$ cat src/rtl/mini_src_pkg.sv
// rtl/mini_src_pkg.sv - Mini SRC opcode, ALU code, step code and instruction-class definitions.
package mini_src_pkg;

  localparam int IR_W  = 32;
  localparam int OPC_W = 5;
  localparam int ALU_W = 5;

  localparam logic [ALU_W-1:0] ADD_OP = 5'b00011;
  localparam logic [ALU_W-1:0] AND_OP = 5'b00101;
  localparam logic [ALU_W-1:0] OR_OP  = 5'b00110;

  localparam logic [OPC_W-1:0] OPC_LD   = 5'd0;
  localparam logic [OPC_W-1:0] OPC_LDI  = 5'd1;
  localparam logic [OPC_W-1:0] OPC_ST   = 5'd2;
  localparam logic [OPC_W-1:0] OPC_ADD  = 5'd3;
  localparam logic [OPC_W-1:0] OPC_ROL  = 5'd11;
  localparam logic [OPC_W-1:0] OPC_ADDI = 5'd12;
  localparam logic [OPC_W-1:0] OPC_ANDI = 5'd13;
  localparam logic [OPC_W-1:0] OPC_ORI  = 5'd14;
  localparam logic [OPC_W-1:0] OPC_MUL  = 5'd15;
  localparam logic [OPC_W-1:0] OPC_DIV  = 5'd16;
  localparam logic [OPC_W-1:0] OPC_BR   = 5'd19;
  localparam logic [OPC_W-1:0] OPC_NOP  = 5'd26;
  localparam logic [OPC_W-1:0] OPC_HALT = 5'd27;

  typedef enum logic [3:0] {
    ST_IDLE = 4'd0,
    ST_T0   = 4'd1,
    ST_T1   = 4'd2,
    ST_T2   = 4'd3,
    ST_T3   = 4'd4,
    ST_T4   = 4'd5,
    ST_T5   = 4'd6,
    ST_T6   = 4'd7,
    ST_T7   = 4'd8,
    ST_HALT = 4'd15
  } step_e;

  typedef enum logic [3:0] {
    CL_NOP,
    CL_ALU_REG,
    CL_ALU_IMM,
    CL_LDI,
    CL_LD,
    CL_ST,
    CL_BR,
    CL_MULDIV,
    CL_HALT
  } iclass_e;

  typedef struct packed {
    logic pout;
    logic mar_en;
    logic mdr_en;
    logic read;
    logic write;
    logic mdr_out;
    logic ir_en;
    logic y_en;
    logic z_en;
    logic zlo_out;
    logic zhi_out;
    logic lo_en;
    logic hi_en;
    logic c_out;
    logic ba_out;
    logic con_in;
    logic p_en;
    logic inc_pc;
    logic gra;
    logic grb;
    logic grc;
    logic r_in;
    logic r_out;
  } strobes_t;

endpackage

$ cat src/rtl/mini_src_ctrl_seq_if.sv
// rtl/mini_src_ctrl_seq_if.sv - Sequencer-to-datapath control bundle with master/slave modports.
interface mini_src_ctrl_seq_if;
  import mini_src_pkg::*;

  logic             run;
  logic [IR_W-1:0]  ir;
  logic             mem_ack;
  logic             con_ff;

  logic Pout, MARen, MDRen, Read, Write, MDROut, IRen, Yen, Zen;
  logic ZLOout, ZHIout, LOen, HIen, Cout, BAout, ConIn, Pen, IncPC;
  logic Gra, Grb, Grc, Rin, Rout;
  logic [ALU_W-1:0] alu_control;
  logic [3:0]       step;
  logic             busy;
  logic             halted;

  modport master (
    input  run, ir, mem_ack, con_ff,
    output Pout, MARen, MDRen, Read, Write, MDROut, IRen, Yen, Zen,
    output ZLOout, ZHIout, LOen, HIen, Cout, BAout, ConIn, Pen, IncPC,
    output Gra, Grb, Grc, Rin, Rout, alu_control, step, busy, halted
  );

  modport slave (
    output run, ir, mem_ack, con_ff,
    input  Pout, MARen, MDRen, Read, Write, MDROut, IRen, Yen, Zen,
    input  ZLOout, ZHIout, LOen, HIen, Cout, BAout, ConIn, Pen, IncPC,
    input  Gra, Grb, Grc, Rin, Rout, alu_control, step, busy, halted
  );

endinterface

$ cat src/rtl/mini_src_opdecode.sv
// rtl/mini_src_opdecode.sv - Opcode to {instruction class, ALU code}; mul/div only with MINI_SRC_MULDIV_EN.
module mini_src_opdecode
  import mini_src_pkg::*;
(
  input  logic [OPC_W-1:0] opc_i,
  output iclass_e          class_o,
  output logic [ALU_W-1:0] alu_o
);

  always_comb begin
    class_o = CL_NOP;
    alu_o   = '0;
    // Register ALU ops share their opcode value with the ALU code.
    if (opc_i >= OPC_ADD && opc_i <= OPC_ROL) begin
      class_o = CL_ALU_REG;
      alu_o   = opc_i;
    end else begin
      case (opc_i)
        OPC_LD:   begin class_o = CL_LD;      alu_o = ADD_OP; end
        OPC_LDI:  begin class_o = CL_LDI;     alu_o = ADD_OP; end
        OPC_ST:   begin class_o = CL_ST;      alu_o = ADD_OP; end
        OPC_ADDI: begin class_o = CL_ALU_IMM; alu_o = ADD_OP; end
        OPC_ANDI: begin class_o = CL_ALU_IMM; alu_o = AND_OP; end
        OPC_ORI:  begin class_o = CL_ALU_IMM; alu_o = OR_OP;  end
        OPC_BR:   begin class_o = CL_BR;      alu_o = ADD_OP; end
        OPC_HALT: begin class_o = CL_HALT; end
`ifdef MINI_SRC_MULDIV_EN
        OPC_MUL, OPC_DIV: begin class_o = CL_MULDIV; alu_o = opc_i; end
`endif
        default:  begin class_o = CL_NOP; end
      endcase
    end
  end

endmodule

$ cat src/rtl/mini_src_ctrl_seq.sv
// rtl/mini_src_ctrl_seq.sv - Mini SRC T0..T7 control-step sequencer; MINI_SRC_MULDIV_EN adds the mul/div sequence.
module mini_src_ctrl_seq
  import mini_src_pkg::*;
(
  input  logic               clk,
  input  logic               clr,
  mini_src_ctrl_seq_if.master bus
);

  step_e            state_q, state_d;
  strobes_t         ctl;
  logic [ALU_W-1:0] alu_ctl;
  iclass_e          cls;
  logic [ALU_W-1:0] dec_alu;
  logic [OPC_W-1:0] opc;
  logic             unused_ir_bits;

  assign opc            = bus.ir[IR_W-1 -: OPC_W];
  assign unused_ir_bits = ^bus.ir[IR_W-OPC_W-1:0];

  mini_src_opdecode u_opdecode (
    .opc_i   (opc),
    .class_o (cls),
    .alu_o   (dec_alu)
  );

  always_ff @(posedge clk or negedge clr) begin
    if (!clr) state_q <= ST_IDLE;
    else      state_q <= state_d;
  end

  always_comb begin
    state_d = state_q;
    ctl     = '0;
    alu_ctl = '0;
    case (state_q)
      ST_IDLE: if (bus.run) state_d = ST_T0;
      ST_T0: begin
        ctl.pout = 1'b1; ctl.mar_en = 1'b1; ctl.inc_pc = 1'b1; ctl.z_en = 1'b1;
        state_d = ST_T1;
      end
      // PC write-back only in the ack cycle so it fires once per fetch.
      ST_T1: begin
        ctl.read = 1'b1; ctl.mdr_en = 1'b1;
        if (bus.mem_ack) begin
          ctl.zlo_out = 1'b1; ctl.p_en = 1'b1;
          state_d = ST_T2;
        end
      end
      ST_T2: begin
        ctl.mdr_out = 1'b1; ctl.ir_en = 1'b1;
        case (cls)
          CL_NOP:  state_d = ST_T0;
          CL_HALT: state_d = ST_HALT;
          default: state_d = ST_T3;
        endcase
      end
      ST_T3: begin
        state_d = ST_T4;
        case (cls)
          CL_ALU_REG, CL_ALU_IMM: begin ctl.grb = 1'b1; ctl.r_out = 1'b1; ctl.y_en = 1'b1; end
          CL_LDI, CL_LD, CL_ST:   begin ctl.grb = 1'b1; ctl.ba_out = 1'b1; ctl.y_en = 1'b1; end
          CL_BR:                  begin ctl.gra = 1'b1; ctl.r_out = 1'b1; ctl.con_in = 1'b1; end
`ifdef MINI_SRC_MULDIV_EN
          CL_MULDIV:              begin ctl.gra = 1'b1; ctl.r_out = 1'b1; ctl.y_en = 1'b1; end
`endif
          default:                state_d = ST_T0;
        endcase
      end
      ST_T4: begin
        state_d = ST_T5;
        case (cls)
          CL_ALU_REG: begin ctl.grc = 1'b1; ctl.r_out = 1'b1; ctl.z_en = 1'b1; alu_ctl = dec_alu; end
          CL_ALU_IMM, CL_LDI, CL_LD, CL_ST: begin ctl.c_out = 1'b1; ctl.z_en = 1'b1; alu_ctl = dec_alu; end
          CL_BR:      begin ctl.pout = 1'b1; ctl.y_en = 1'b1; end
`ifdef MINI_SRC_MULDIV_EN
          CL_MULDIV:  begin ctl.grb = 1'b1; ctl.r_out = 1'b1; ctl.z_en = 1'b1; alu_ctl = dec_alu; end
`endif
          default:    state_d = ST_T0;
        endcase
      end
      ST_T5: begin
        state_d = ST_T6;
        case (cls)
          CL_ALU_REG, CL_ALU_IMM, CL_LDI: begin
            ctl.zlo_out = 1'b1; ctl.gra = 1'b1; ctl.r_in = 1'b1;
            state_d = ST_T0;
          end
          CL_LD, CL_ST: begin ctl.zlo_out = 1'b1; ctl.mar_en = 1'b1; end
          CL_BR:        begin ctl.c_out = 1'b1; ctl.z_en = 1'b1; alu_ctl = ADD_OP; end
`ifdef MINI_SRC_MULDIV_EN
          CL_MULDIV:    begin ctl.zlo_out = 1'b1; ctl.lo_en = 1'b1; end
`endif
          default:      state_d = ST_T0;
        endcase
      end
      ST_T6: begin
        state_d = ST_T0;
        case (cls)
          CL_LD: begin
            ctl.read = 1'b1; ctl.mdr_en = 1'b1;
            state_d = bus.mem_ack ? ST_T7 : ST_T6;
          end
          CL_ST: begin
            ctl.gra = 1'b1; ctl.r_out = 1'b1; ctl.mdr_en = 1'b1;
            state_d = ST_T7;
          end
          CL_BR: begin ctl.zlo_out = 1'b1; ctl.p_en = bus.con_ff; end
`ifdef MINI_SRC_MULDIV_EN
          CL_MULDIV: begin ctl.zhi_out = 1'b1; ctl.hi_en = 1'b1; end
`endif
          default: state_d = ST_T0;
        endcase
      end
      ST_T7: begin
        state_d = ST_T0;
        case (cls)
          CL_LD: begin ctl.mdr_out = 1'b1; ctl.gra = 1'b1; ctl.r_in = 1'b1; end
          CL_ST: begin
            ctl.write = 1'b1;
            state_d = bus.mem_ack ? ST_T0 : ST_T7;
          end
          default: state_d = ST_T0;
        endcase
      end
      ST_HALT: state_d = ST_HALT;
      default: state_d = ST_IDLE;
    endcase
  end

  assign bus.Pout        = ctl.pout;
  assign bus.MARen       = ctl.mar_en;
  assign bus.MDRen       = ctl.mdr_en;
  assign bus.Read        = ctl.read;
  assign bus.Write       = ctl.write;
  assign bus.MDROut      = ctl.mdr_out;
  assign bus.IRen        = ctl.ir_en;
  assign bus.Yen         = ctl.y_en;
  assign bus.Zen         = ctl.z_en;
  assign bus.ZLOout      = ctl.zlo_out;
  assign bus.ZHIout      = ctl.zhi_out;
  assign bus.LOen        = ctl.lo_en;
  assign bus.HIen        = ctl.hi_en;
  assign bus.Cout        = ctl.c_out;
  assign bus.BAout       = ctl.ba_out;
  assign bus.ConIn       = ctl.con_in;
  assign bus.Pen         = ctl.p_en;
  assign bus.IncPC       = ctl.inc_pc;
  assign bus.Gra         = ctl.gra;
  assign bus.Grb         = ctl.grb;
  assign bus.Grc         = ctl.grc;
  assign bus.Rin         = ctl.r_in;
  assign bus.Rout        = ctl.r_out;
  assign bus.alu_control = alu_ctl;
  assign bus.step        = state_q;
  assign bus.busy        = (state_q != ST_IDLE) && (state_q != ST_HALT);
  assign bus.halted      = (state_q == ST_HALT);

endmodule

$ cat src/flat_wrapper.sv
// flat-port wrapper written by rule: the top's interface ports become plain ports
module mini_src_ctrl_seq_flat import mini_src_pkg::*;
  (clk, clr, bus_run, bus_ir, bus_mem_ack, bus_con_ff, bus_Pout, bus_MARen, bus_MDRen, bus_Read, bus_Write, bus_MDROut, bus_IRen, bus_Yen, bus_Zen, bus_ZLOout, bus_ZHIout, bus_LOen, bus_HIen, bus_Cout, bus_BAout, bus_ConIn, bus_Pen, bus_IncPC, bus_Gra, bus_Grb, bus_Grc, bus_Rin, bus_Rout, bus_alu_control, bus_step, bus_busy, bus_halted);
  mini_src_ctrl_seq_if bus_i ();
  input  logic clk;
  input  logic clr;
  input wire logic [$bits(bus_i.run)-1:0] bus_run;
  input wire logic [$bits(bus_i.ir)-1:0] bus_ir;
  input wire logic [$bits(bus_i.mem_ack)-1:0] bus_mem_ack;
  input wire logic [$bits(bus_i.con_ff)-1:0] bus_con_ff;
  output wire logic [$bits(bus_i.Pout)-1:0] bus_Pout;
  output wire logic [$bits(bus_i.MARen)-1:0] bus_MARen;
  output wire logic [$bits(bus_i.MDRen)-1:0] bus_MDRen;
  output wire logic [$bits(bus_i.Read)-1:0] bus_Read;
  output wire logic [$bits(bus_i.Write)-1:0] bus_Write;
  output wire logic [$bits(bus_i.MDROut)-1:0] bus_MDROut;
  output wire logic [$bits(bus_i.IRen)-1:0] bus_IRen;
  output wire logic [$bits(bus_i.Yen)-1:0] bus_Yen;
  output wire logic [$bits(bus_i.Zen)-1:0] bus_Zen;
  output wire logic [$bits(bus_i.ZLOout)-1:0] bus_ZLOout;
  output wire logic [$bits(bus_i.ZHIout)-1:0] bus_ZHIout;
  output wire logic [$bits(bus_i.LOen)-1:0] bus_LOen;
  output wire logic [$bits(bus_i.HIen)-1:0] bus_HIen;
  output wire logic [$bits(bus_i.Cout)-1:0] bus_Cout;
  output wire logic [$bits(bus_i.BAout)-1:0] bus_BAout;
  output wire logic [$bits(bus_i.ConIn)-1:0] bus_ConIn;
  output wire logic [$bits(bus_i.Pen)-1:0] bus_Pen;
  output wire logic [$bits(bus_i.IncPC)-1:0] bus_IncPC;
  output wire logic [$bits(bus_i.Gra)-1:0] bus_Gra;
  output wire logic [$bits(bus_i.Grb)-1:0] bus_Grb;
  output wire logic [$bits(bus_i.Grc)-1:0] bus_Grc;
  output wire logic [$bits(bus_i.Rin)-1:0] bus_Rin;
  output wire logic [$bits(bus_i.Rout)-1:0] bus_Rout;
  output wire logic [$bits(bus_i.alu_control)-1:0] bus_alu_control;
  output wire logic [$bits(bus_i.step)-1:0] bus_step;
  output wire logic [$bits(bus_i.busy)-1:0] bus_busy;
  output wire logic [$bits(bus_i.halted)-1:0] bus_halted;
  assign bus_i.run = bus_run;
  assign bus_i.ir = bus_ir;
  assign bus_i.mem_ack = bus_mem_ack;
  assign bus_i.con_ff = bus_con_ff;
  assign bus_Pout = bus_i.Pout;
  assign bus_MARen = bus_i.MARen;
  assign bus_MDRen = bus_i.MDRen;
  assign bus_Read = bus_i.Read;
  assign bus_Write = bus_i.Write;
  assign bus_MDROut = bus_i.MDROut;
  assign bus_IRen = bus_i.IRen;
  assign bus_Yen = bus_i.Yen;
  assign bus_Zen = bus_i.Zen;
  assign bus_ZLOout = bus_i.ZLOout;
  assign bus_ZHIout = bus_i.ZHIout;
  assign bus_LOen = bus_i.LOen;
  assign bus_HIen = bus_i.HIen;
  assign bus_Cout = bus_i.Cout;
  assign bus_BAout = bus_i.BAout;
  assign bus_ConIn = bus_i.ConIn;
  assign bus_Pen = bus_i.Pen;
  assign bus_IncPC = bus_i.IncPC;
  assign bus_Gra = bus_i.Gra;
  assign bus_Grb = bus_i.Grb;
  assign bus_Grc = bus_i.Grc;
  assign bus_Rin = bus_i.Rin;
  assign bus_Rout = bus_i.Rout;
  assign bus_alu_control = bus_i.alu_control;
  assign bus_step = bus_i.step;
  assign bus_busy = bus_i.busy;
  assign bus_halted = bus_i.halted;
  mini_src_ctrl_seq u_core (.clk(clk), .clr(clr), .bus(bus_i));
endmodule
$ cat config.mk
export PLATFORM = sky130hd
export DESIGN_NAME = mini_src_ctrl_seq_flat
export DESIGN_NICKNAME = d
export VERILOG_FILES = /design/src/rtl/mini_src_pkg.sv /design/src/rtl/mini_src_ctrl_seq_if.sv /design/src/rtl/mini_src_opdecode.sv /design/src/rtl/mini_src_ctrl_seq.sv /design/src/flat_wrapper.sv
export SDC_FILE = /design/constraint.sdc
export NUM_CORES = 1
export LEC_CHECK = 0
export CELL_PAD_IN_SITES_DETAIL_PLACEMENT = 1
export CELL_PAD_IN_SITES_GLOBAL_PLACEMENT = 2
export CORE_ASPECT_RATIO = 1.25
export CORE_MARGIN = 5
export CORE_UTILIZATION = 13
export CTS_CLUSTER_DIAMETER = 100
export DETAILED_ROUTE_END_ITERATION = 12
export PLACE_DENSITY = 0.73
export SLEW_MARGIN = 10
export SYNTH_ARGS = -nofsm -noshare
export SYNTH_HDL_FRONTEND = slang
export SYNTH_SLANG_ARGS = --single-unit
$ cat constraint.sdc
create_clock -name clk -period 1.8 [get_ports clk]
set_input_delay 0.27 -clock clk [delete_from_list [all_inputs] [get_ports clk]]
set_output_delay 0.27 -clock clk [all_outputs]
set_load 0.02 [all_outputs]
## Word level (Yosys, flattened, before mapping)

Cells that the tools add are included.

| word-level totals | value |
|---|---|
| register bits | 4 |
| input bits | 37 |
| output and inout port bits | 34 |
| logic and storage cells | 94 |

| cells by class | value |
|---|---|
| magnitude comparators | 2 |
| equality and inequality tests | 26 |
| mux-type cells | 48 |
| reduce and logical (&&, ||, !) cells | 17 |

Operator list:

| kind | count |
|---|---|
| $pmux 4 s10 | 1 |
| $eq 4x3->1 const B | 7 |
| $mux 4 | 6 |
| $pmux 4 s6 | 1 |
| $mux 1 | 17 |
| $eq 4x2->1 const B | 4 |
| $pmux 4 s2 | 2 |
| $eq 5x4->1 const B | 3 |
| $reduce_or 3->1 | 5 |
| $pmux 1 s2 | 7 |
| $eq 4x4->1 const B | 3 |
| $eq 5x5->1 const B | 2 |
| $mux 5 | 2 |
| $pmux 5 s2 | 1 |
| $reduce_or 5->1 | 2 |
| $mux 3 | 3 |
| $pmux 1 s3 | 3 |
| $pmux 3 s3 | 1 |
| $eq 4x1->1 const B | 2 |
| $logic_not 4->1 | 2 |
| $reduce_or 6->1 | 1 |
| $eq 5x1->1 const B | 1 |
| $eq 5x2->1 const B | 1 |
| $ge 5x2->1 const B | 1 |
| 12 further kinds | 15 |

## Depth between registers and ports, before layout

Gate-level depths: netlist of the first run.

| depth | value |
|---|---|
| depth in word-level cells | 8 |
| gate-level depth with buffers | 5 |
| depth with buffers taken out | 4 |

## By module

A second synthesis of the first run with hierarchy kept.

| second synthesis, totals | value |
|---|---|
| cells, all modules | 146 |
| area, all modules | 984.7 µm² |

By module, submodules not included:

| module | times used | cells each | area an instance (µm²) | seq. area each (µm²) |
|---|---|---|---|---|
| mini_src_ctrl_seq | 1 | 114 | 775.7 | 100.1 |
| mini_src_opdecode | 1 | 32 | 209.0 | 0.0 |

## Least setup slack after synthesis of the first run

No wires, ideal clock.

| path | value |
|---|---|
| path type | flip-flop to output port |
| from | register u_core.state_q[0] (netlist: u_core.bus.step[0]) |
| to | output bus_MDRen |
| data arrival time | 1.870 ns |
| setup slack | -0.340 ns |
| stages on the path, launching flop included | 6 |
| cells stage by stage | dfrtp_1 clkbuf_1 nor2b_1 a31oi_1 nor3b_1 a31o_2 |

| between the ends | value |
|---|---|
| cells in the longest elaborated chain, start to end | 2 |

RTL lines:

| item | line | source |
|---|---|---|
| from (decl) | mini_src_ctrl_seq.sv:10 | `step_e state_q, state_d;` |
| from (signal assigned) | mini_src_ctrl_seq.sv:29 | `else state_q <= state_d;` |
| $eq 4x3->1 or $eq 4x2->1 (tied branches) | mini_src_ctrl_seq.sv:36 | `case (state_q)` |
| $pmux 2 s2 * | mini_src_ctrl_seq.sv:36 |  |
| to (decl) | flat_wrapper.sv:13 | `output wire logic [$bits(bus_i.MDRen)-1:0] bus_MDRen;` |

Mark *: on every way between the ends. The rest lies on a longest branch, timed or not.

## Worst setup path after layout of the first run

| path | value |
|---|---|
| from | register u_core.state_q[0] (netlist: u_core.bus.step[0]) |
| to | output bus_Gra |

| between the ends | value |
|---|---|
| cells in the longest elaborated chain, start to end | 2 |

RTL lines:

| item | line | source |
|---|---|---|
| $eq 4x4->1 or $eq 4x3->1 (tied branches) | mini_src_ctrl_seq.sv:36 |  |
| $pmux 1 s4 * | mini_src_ctrl_seq.sv:36 |  |
| to (decl) | flat_wrapper.sv:29 | `output wire logic [$bits(bus_i.Gra)-1:0] bus_Gra;` |

Marks and branches as above.

==> impl_metrics.csv, run 1 <==
group,metric,value,unit
floorplanning,start_util,13.1,%
run_status,status,"complete, but fails checks",
yosys,yosys.area_share.simple,50.0,%
cts,clk_pin_slew,0.04,ns
grt,grt_util_all_layers,11.1,%
critical_path,r2r_slack,0.06,ns
worst_hold_path,worstHoldPathType,"in -> async",
flow_run,maxCapViolations,0,
cts,cts.sinks,4,
route,dr.first_iter.drc_count,34,
yosys,synth-xor-area-share,1.03,%
power,ir_drop,0.296,mV
floorplanning,rows,33,
grt,grt_pass1_vias,1475,
cts,cts_buffers,3,
timing,clock_skew,0.00917,ns
cts,cts_buffer_depth,2,
grt,grt_pass1_wl,7.18,mm
route,via_per_inst,4.42,
power,total_leakage_power,1.02,nW
yosys,syn_area_per_cell,6.40,sq um
critical_path,r2r_start,"u_core.bus.step[2]",
yosys,synth_area_leader_cell,"dfrtp_1",
floorplanning,fp.dieW,82.4,um
yosys,synthCells,133,
route,drtPass1Iterations,4,
grt,grt_max_degree,14,
final_layout,final_util,34.5,%
timing,layout_setup_ws,-0.239,ns
critical_path,end_kind,"output port",
timing,setup_viol,18,
critical_path,critical_path_class,"reg -> out",
final_layout,nets,269,
timing,max_freq,0.491,GHz
placement,hpwl,3.44,mm
timing,hold_viol_final,0,
critical_path,start_kind,"flip-flop",
timing,period_needed,2.04,ns
timing,drv_slew,0,
floorplanning,io_pins,71,
final_layout,largest_reg_flops,4,
cts,cts_tree,"built",
critical_path,cp_max_fo,2,
cts,h-tree-depth,1,
route,drcViolationCount,0,
cts,ctsRootBufferMaster,"clkbuf_8",
route,wl_per_cell,15.7,um
yosys,synth.area.top_cells,"dfrtp_1, nand2_1, o21ai_0, nor2_1, nand3_1",
final_layout,mostFrequentLayoutCell,"buf_4",
grt,antenna_found_initial,0,
run_status,violations,"negative setup slack",
yosys,seq_area_frac_synth,11.8,%
final_layout,final_cell_mix,"buf_4, buf_6, o21ai_0, nand2_1, nor2_1",
yosys,synth_compound_area_share,26.0,%
final_layout,drive_gt1_share,68.8,%
yosys,ys_seq_elements,4,
placement,io_buffers,39,
route,vias,1405,
yosys,yosys_warnings,0,
floorplanning,fp.coreArea,6480,sq um
yosys,yosysTopAreaCellShare,11.8,%
route,wirelength,5.00,mm
floorplanning,die_h,100,um
yosys,ys_types,44,
critical_path,critPathLaunch,"u_core.bus.step[0]",
final_layout,layoutNonFillerInstCount,318,
yosys,synth_top_family_by_area,"simple AND/OR/NAND/NOR gates",
placement,place_inst,299,
critical_path,cp_data_arrival_time,1.77,ns
timing,rsz0062_at_grt,"yes",
final_layout,area_growth_syn_to_layout,163,%
power,power.density,1080,nW/um^2
yosys,synth_mux_area_share,1.18,%
grt,grt_overflow,0,
critical_path,crit_required,1.53,ns
route,ant_nets,0,
placement,gp_congestion,0.806,
yosys,synth_fa_ha_area_share,0,%
floorplanning,dieArea,8270,sq um
cts,ctsHoldBuffers,0,
yosys,syn_area,851,sq um
cts,clkLatencyLatePin,0.23,ns
timing,period_share,113,%
final_layout,antenna_cells,0,
==> stage by stage <==
| step | hold slack [ns] | area, sq um | power [mW] | setup WS (ns) | setup TNS, ns |
|---|---|---|---|---|---|
| 6_report | 0.253 | 2240 | 2.41 | -0.239 | -1.79 |
| 5_1_grt | 0.269 | 2240 | 2.55 | -0.261 | -2.88 |
| 4_1_cts | 0.263 | 1960 | 2.05 | -0.228 | -2.19 |
| 3_5_place_dp | 0.495 | 1720 | 1.64 | -0.989 | -18.31 |
| 3_3_place_gp | 0.484 | 1720 | 1.63 | -0.973 | -18.18 |
| 2_1_floorplan | -0.0256 | 916 | 0.870 | -0.0365 | -0.0892 |
==> path summary, 6_finish.rpt <==
| kind | to | cells past startpoint |
|---|---|---|
| setup / recovery | bus_Gra | 4 |
| hold / removal | u_core.bus.step[2] | 1 |
| setup reg to reg | u_core.bus.step[2] | 7 |
| hold reg to reg | u_core.bus.step[3] | 4 |
| max in group asynchronous | u_core.bus.step[3] | 1 |
| min in group clk | u_core.bus.step[3] | 6 |
==> routing by layer <==
layer | vias to the layer above | share of wire, % | wire [um] | GRT usage [%]
met3 | 13 | 4.2 | 211 | 1.16
li1 | 679 | - | - | -
met4 | 0 | 3.6 | 180 | 4.73
met2 | 39 | 54 | 2700 | 19.9
met5 | - | 0 | 0 | 0
met1 | 674 | 38 | 1910 | 13.0
==> critical path, stage by stage (launching register included) <==
cell     delay (ns)
dfrtp_2        0.40
or4b_4         0.56
or3_4          0.38
nand4_4        0.08
buf_6          0.12
==> layout make-up <==
| cell class | count | area, sq um |
|---|---|---|
| Clock buffer | 4 | 45.0 |
| Timing Repair Buffer | 104 | 951 |
| Tap cell | 87 | 109 |
| Inverter | 3 | 11.3 |
| Multi-Input combinational cell | 116 | 1010 |
| Sequential cell | 4 | 105 |
| Fill cell | 780 | 4250 |
==> synthesized netlist by cell type <==
master,count
buf_2,5
a221o_1,1
a41oi_1,1
or3_1,1
or4_1,1
a21bo_2,2
nand3b_1,1
o21ai_0,14
o221a_2,1
clkbuf_1,3
inv_1,3
a31o_2,1
nand4_1,3
nor2_1,16
nand2_1,20
or3_4,1
nand4b_1,3
or4b_2,1
o22ai_1,2
conb_1,1
nor3_1,4
nand3_1,7
a21oi_1,3
a21o_1,2
buf_1,1
nor4bb_1,1
nor4b_1,1
and3_1,4
o21bai_1,1
buf_4,4
o21a_1,1
nor4_4,1
a211oi_1,2
dfrtp_1,4
o211ai_1,1
nor2b_1,1
nand4_2,1
nand2b_1,4
xnor2_1,1
a31oi_1,2
mux2i_1,1
nor3b_1,2
and2_1,2
and4_4,1
==> logic make-up after synthesis <==
group           after synthesis
buf+inv                      16
xor+xnor                      1
compound gates               34
other cells                   1
flops                         4
mux                           1
simple gates                 76
==> where the power goes <==
part / switching, mW / internal (mW) / leakage [nW]
Sequential: 0.0281 / 0.130 / 0.0458
Clock: 0.0584 / 0.152 / 0.0228
Combinational: 1.01 / 1.04 / 0.948
==> timing repair <==
item,4_1_cts,5_1_grt
setup endpoints to repair,27,28
pin swaps,17,23
gates cloned,0,2
gates resized for setup,188,55
setup buffers,6,9
No activity file was read; power rests on OpenSTA's default activity.
==> run 2, diff against run 1 <==
--- a/config.mk
+++ b/config.mk
@@ -13,7 +13,7 @@
 export CTS_CLUSTER_DIAMETER = 100
 export DETAILED_ROUTE_END_ITERATION = 12
 export PLACE_DENSITY = 0.73
-export SLEW_MARGIN = 10
+export SLEW_MARGIN = 20
 export SYNTH_ARGS = -nofsm -noshare
 export SYNTH_HDL_FRONTEND = slang
 export SYNTH_SLANG_ARGS = --single-unit
==> results of run 2 <==
Same layout as run 1: the final DEF is identical, and so are final timing and power.
==> run 3, diff against run 2 <==
--- a/config.mk
+++ b/config.mk
@@ -12,8 +12,7 @@
 export CORE_UTILIZATION = 13
 export CTS_CLUSTER_DIAMETER = 100
 export DETAILED_ROUTE_END_ITERATION = 12
-export PLACE_DENSITY = 0.73
-export SLEW_MARGIN = 20
+export PLACE_DENSITY = 0.78
 export SYNTH_ARGS = -nofsm -noshare
 export SYNTH_HDL_FRONTEND = slang
 export SYNTH_SLANG_ARGS = --single-unit
==> run 3 against run 2 <==
Against the previous run: the run still ends with negative setup slack left; global-route usage is 0.17 points lower; sequential power is 5% higher; non-clock buffer count is 3 higher; register-to-register slack worse by 0.02 ns; via count is 1.5% higher; setup slack worse by 0.018 ns; wire length is 3.5% lower; first-iteration DRC count is 85% higher; worst hold slack worse by 0.0039 ns; maximum frequency is 0.87% lower; critical path type unchanged; highest routed layer unchanged.
==> impl_metrics.csv, run 3 (synthesis gave the netlist of run 1 again) <==
group,metric,value,unit
run_status,status,"complete, but fails checks",
run_status,violations,"negative setup slack",
final_layout,antenna_cells,0,
flow_run,maxCapViolations,0,
timing,rsz0062_at_grt,"yes",
grt,grt_overflow,0,
floorplanning,io_pins,71,
route,drcViolationCount,0,
timing,clock_skew,0.00697,ns
floorplanning,die_h,100,um
critical_path,critical_path_class,"reg -> out",
cts,cts_tree,"built",
critical_path,path_cells,"or4b_4 > or3_4 > nand4_4 > buf_6",
floorplanning,dieArea,8270,sq um
floorplanning,start_util,13.1,%
timing,period_needed,2.06,ns
worst_hold_path,worstHoldPathType,"in -> async",
route,vias,1426,
cts,clkLatencyLatePin,0.22,ns
route,wirelength,4.83,mm
power,power.density,1070,nW/um^2
timing,period_share,114,%
placement,place_area,1700,sq um
floorplanning,rows,33,
route,ant_nets,0,
route,dr.first_iter.drc_count,63,
floorplanning,fp.coreArea,6480,sq um
timing,fin_tns_setup,-1.82,ns
final_layout,nets,272,
critical_path,end_kind,"output port",
critical_path,regToRegEndpoint,"u_core.bus.step[2]",
placement,hpwl,3.44,mm
final_layout,largest_reg_flops,4,
grt,grt_util_all_layers,10.9,%
timing,drv_slew,0,
cts,cts.sinks,4,
critical_path,cp_data_arrival_time,1.79,ns
final_layout,design_area,2260,sq um
critical_path,rr_worst_depth,8,
grt,grt_max_degree,17,
timing,layout_setup_ws,-0.256,ns
placement,dp_slack,-0.952,ns
final_layout,area_growth_syn_to_layout,166,%
critical_path,cp_max_fo,2,
critical_path,critPathLaunch,"u_core.bus.step[1]",
critical_path,crit_end,"bus_Gra",
power,ir_drop,0.501,mV
floorplanning,fp.dieW,82.4,um
route,via_per_inst,4.44,
critical_path,worst_path_max_delay_cell,"or4b_4",
final_layout,drive_gt1_share,68.8,%
critical_path,r2r_slack,0.04,ns
grt,grt_pass1_wl,7.22,mm
critical_path,start_kind,"flip-flop",
cts,ctsRootBufferMaster,"clkbuf_8",
placement,io_buffers,39,
power,total_leakage_power,1.02,nW
grt,grt_pass1_vias,1520,
placement,gp_congestion,0.785,
timing,holdWs,0.249,ns
cts,cts_buffers,3,
cts,cts_buffer_depth,2,
final_layout,final_cell_mix,"buf_4, buf_6, o21ai_0",
cts,h-tree-depth,1,
final_layout,mostFrequentLayoutCell,"buf_4",
timing,max_freq,0.486,GHz
critical_path,r2r_start,"u_core.bus.step[1]",
cts,clk_pin_slew,0.04,ns
timing,setup_viol,17,
grt,antenna_found_initial,0,
route,wl_per_cell,15.0,um
route,drtPass1Iterations,4,
critical_path,max_stage_delay,0.58,ns
timing,hold_viol_final,0,
critical_path,crit_required,1.53,ns
-- run 3: worst max-delay path: cells and delay by family, from the launching register on --
family,cells,cell delay [ns]
simple gates,3,1.05
flops,1,0.40
buf+inv,1,0.12
-- run 3: layout make-up --
class                   count  area [sq um]
clock buffers               4          45.0
fillers                   778          4220
inverters                   3          11.3
multi-input cells         116           992
flip-flops and latches      4           105
well taps                  87           109
repair buffers            107          1000
-- run 3: worst min-delay path by stage --
| stage | slack, ns | from | endpoint |
|---|---|---|---|
| 3_5_place_dp | 0.48 | clr | u_core.bus.step[3] |
| 4_1_cts | 0.25 | clr | u_core.bus.step[2] |
| 2_1_floorplan | -0.03 | clr | u_core.bus.step[0] |
| 3_3_place_gp | 0.48 | clr | u_core.bus.step[3] |
| 5_1_grt | 0.27 | clr | u_core.bus.step[2] |
| 6_report | 0.25 | clr | u_core.bus.step[2] |
-- run 3: routing by layer --
metal  wire length [um]  track usage, %  up-vias
li1                   -               -      685
met3                189            1.43        7
met2               2600            20.4       34
met1               1910            12.2      700
met5                  0               0        -
met4                127            3.96        0
-- run 3: stage by stage --
| stage | utilization (%) | cells | power (mW) |
|---|---|---|---|
| 2_1_floorplan | - | 136 | 0.870 |
| 5_1_grt | 34.9 | 321 | 2.56 |
| 3_5_place_dp | 26.2 | 296 | 1.62 |
| 4_1_cts | 32.2 | 315 | 2.28 |
| 6_report | 34.9 | 321 | 2.41 |
| 3_3_place_gp | 26.2 | 296 | 1.59 |
-- run 3: report_power, final --
part           internal, mW  switching (mW)  total (mW)
clock network         0.151          0.0471       0.198
logic                  1.06           0.988        2.05
registers             0.130          0.0355       0.166
-- run 3: repair_timing --
item / CTS / global route
hold buffers: 0 / 0
gates resized for setup: 219 / 35
pin swaps: 21 / 11
setup endpoints to repair: 27 / 28
setup buffers: 15 / 8
==> variant (settings of run 1) <==
Build with the macro `MINI_SRC_MULDIV_EN` defined.
--- a/src/rtl/mini_src_opdecode.sv
+++ b/src/rtl/mini_src_opdecode.sv
@@ -1,3 +1,5 @@
 // rtl/mini_src_opdecode.sv - Opcode to {instruction class, ALU code}; mul/div only with MINI_SRC_MULDIV_EN.
+`define MINI_SRC_MULDIV_EN
+
 module mini_src_opdecode
   import mini_src_pkg::*;
Function: changed (Yosys sat finds a counterexample within 10 cycles, from zero or initial values).
==> variant against run 1 <==
  * The run still ends with negative setup slack left
  * Sequential cell count stayed put
  * Combinational power is 2% lower
  * Worst setup slack worse by 0.015 ns
  * Design area is 13% higher
  * Critical path type is now in -> out
  * Power is 1.3% lower
  * Synthesized area is 19% higher
  * Highest routed layer unchanged
  * Global-route usage is 0.88 points higher
  * Wire length is 31% higher
==> variant: results <==
export IMPL_use_met1=0.144
export IMPL_final_core_util=0.327
export IMPL_crit_path_start="bus_ir[30]"
export IMPL_setup_viol=15
export IMPL_worst_slack_ns=-0.254
export IMPL_drtIter0Drc=45
export IMPL_violations="negative setup slack"
export IMPL_dpl_cell_area_um2=1950
export IMPL_yosysUniqueCellTypes=48
export IMPL_dp_cells=352
export IMPL_r2r_end="u_core.bus.step[0]"
export IMPL_synth_commonest_cells="nand2_1 (31), nor2_1 (21), a21oi_1 (13)"
export IMPL_p_leak_nw=1.17
export IMPL_critPathLaunchType="input port"
export IMPL_yosys_top_cells_area="nand2_1 (12%), dfrtp_1 (9.9%), nor2_1 (7.8%), a21oi_1 (6.4%), o21ai_0 (5.9%)"
export IMPL_critPathTopFamily="buffers and inverters"
export IMPL_io_buffers=43
export IMPL_grt_pass1_vias=1808
export IMPL_synth_compound_area_frac=0.325
export IMPL_status="finished, violations left"
export IMPL_r2r_worst_path_cells=6
export IMPL_viasPerCell=4.57
export IMPL_grtUsageTotal=0.120
export IMPL_grt_pass1_wl_um=9060
export IMPL_hpwl_um=4400
export IMPL_power_total_mw=2.38
export IMPL_gp_congestion=0.881
export IMPL_timing_rr_start="u_core.bus.step[1]"
export IMPL_grtUsageMet3=0.0168
export IMPL_skew_ns=0.00289
export IMPL_ir_drop_mv=0.746
export IMPL_drive_above_1_share=0.649
## variant: worst min-delay path by stage
stage / from / to / slack (ns) / cells past startpoint
finish: clr / u_core.bus.step[1] / 0.25 / 1
global route: clr / u_core.bus.step[1] / 0.25 / 1
CTS: clr / u_core.bus.step[1] / 0.25 / 1
detailed placement: clr / u_core.bus.step[2] / 0.48 / 1
global placement: clr / u_core.bus.step[1] / 0.48 / 1
floorplan: clr / u_core.bus.step[0] / -0.03 / 0
## variant: what timing repair did
| item | in CTS | in global routing |
|---|---|---|
| pin swaps | 22 | 23 |
| endpoints found under the setup margin | 36 | 28 |
| cloned | 1 | 0 |
| setup buffers | 16 | 10 |
| gates resized for setup | 223 | 63 |
## variant: metal layers
metal,wire [µm],share of wire
met1,2560,0.39
met2,3560,0.54
met3,233,0.036
met4,180,0.028
met5,0,0
## variant: final cells by class
class,count,area share
Tap cell,95,0.0472
Inverter,5,0.00745
Multi-Input combinational cell,144,0.438
Timing Repair Buffer,129,0.450
Clock buffer,3,0.0164
Sequential cell,4,0.0407
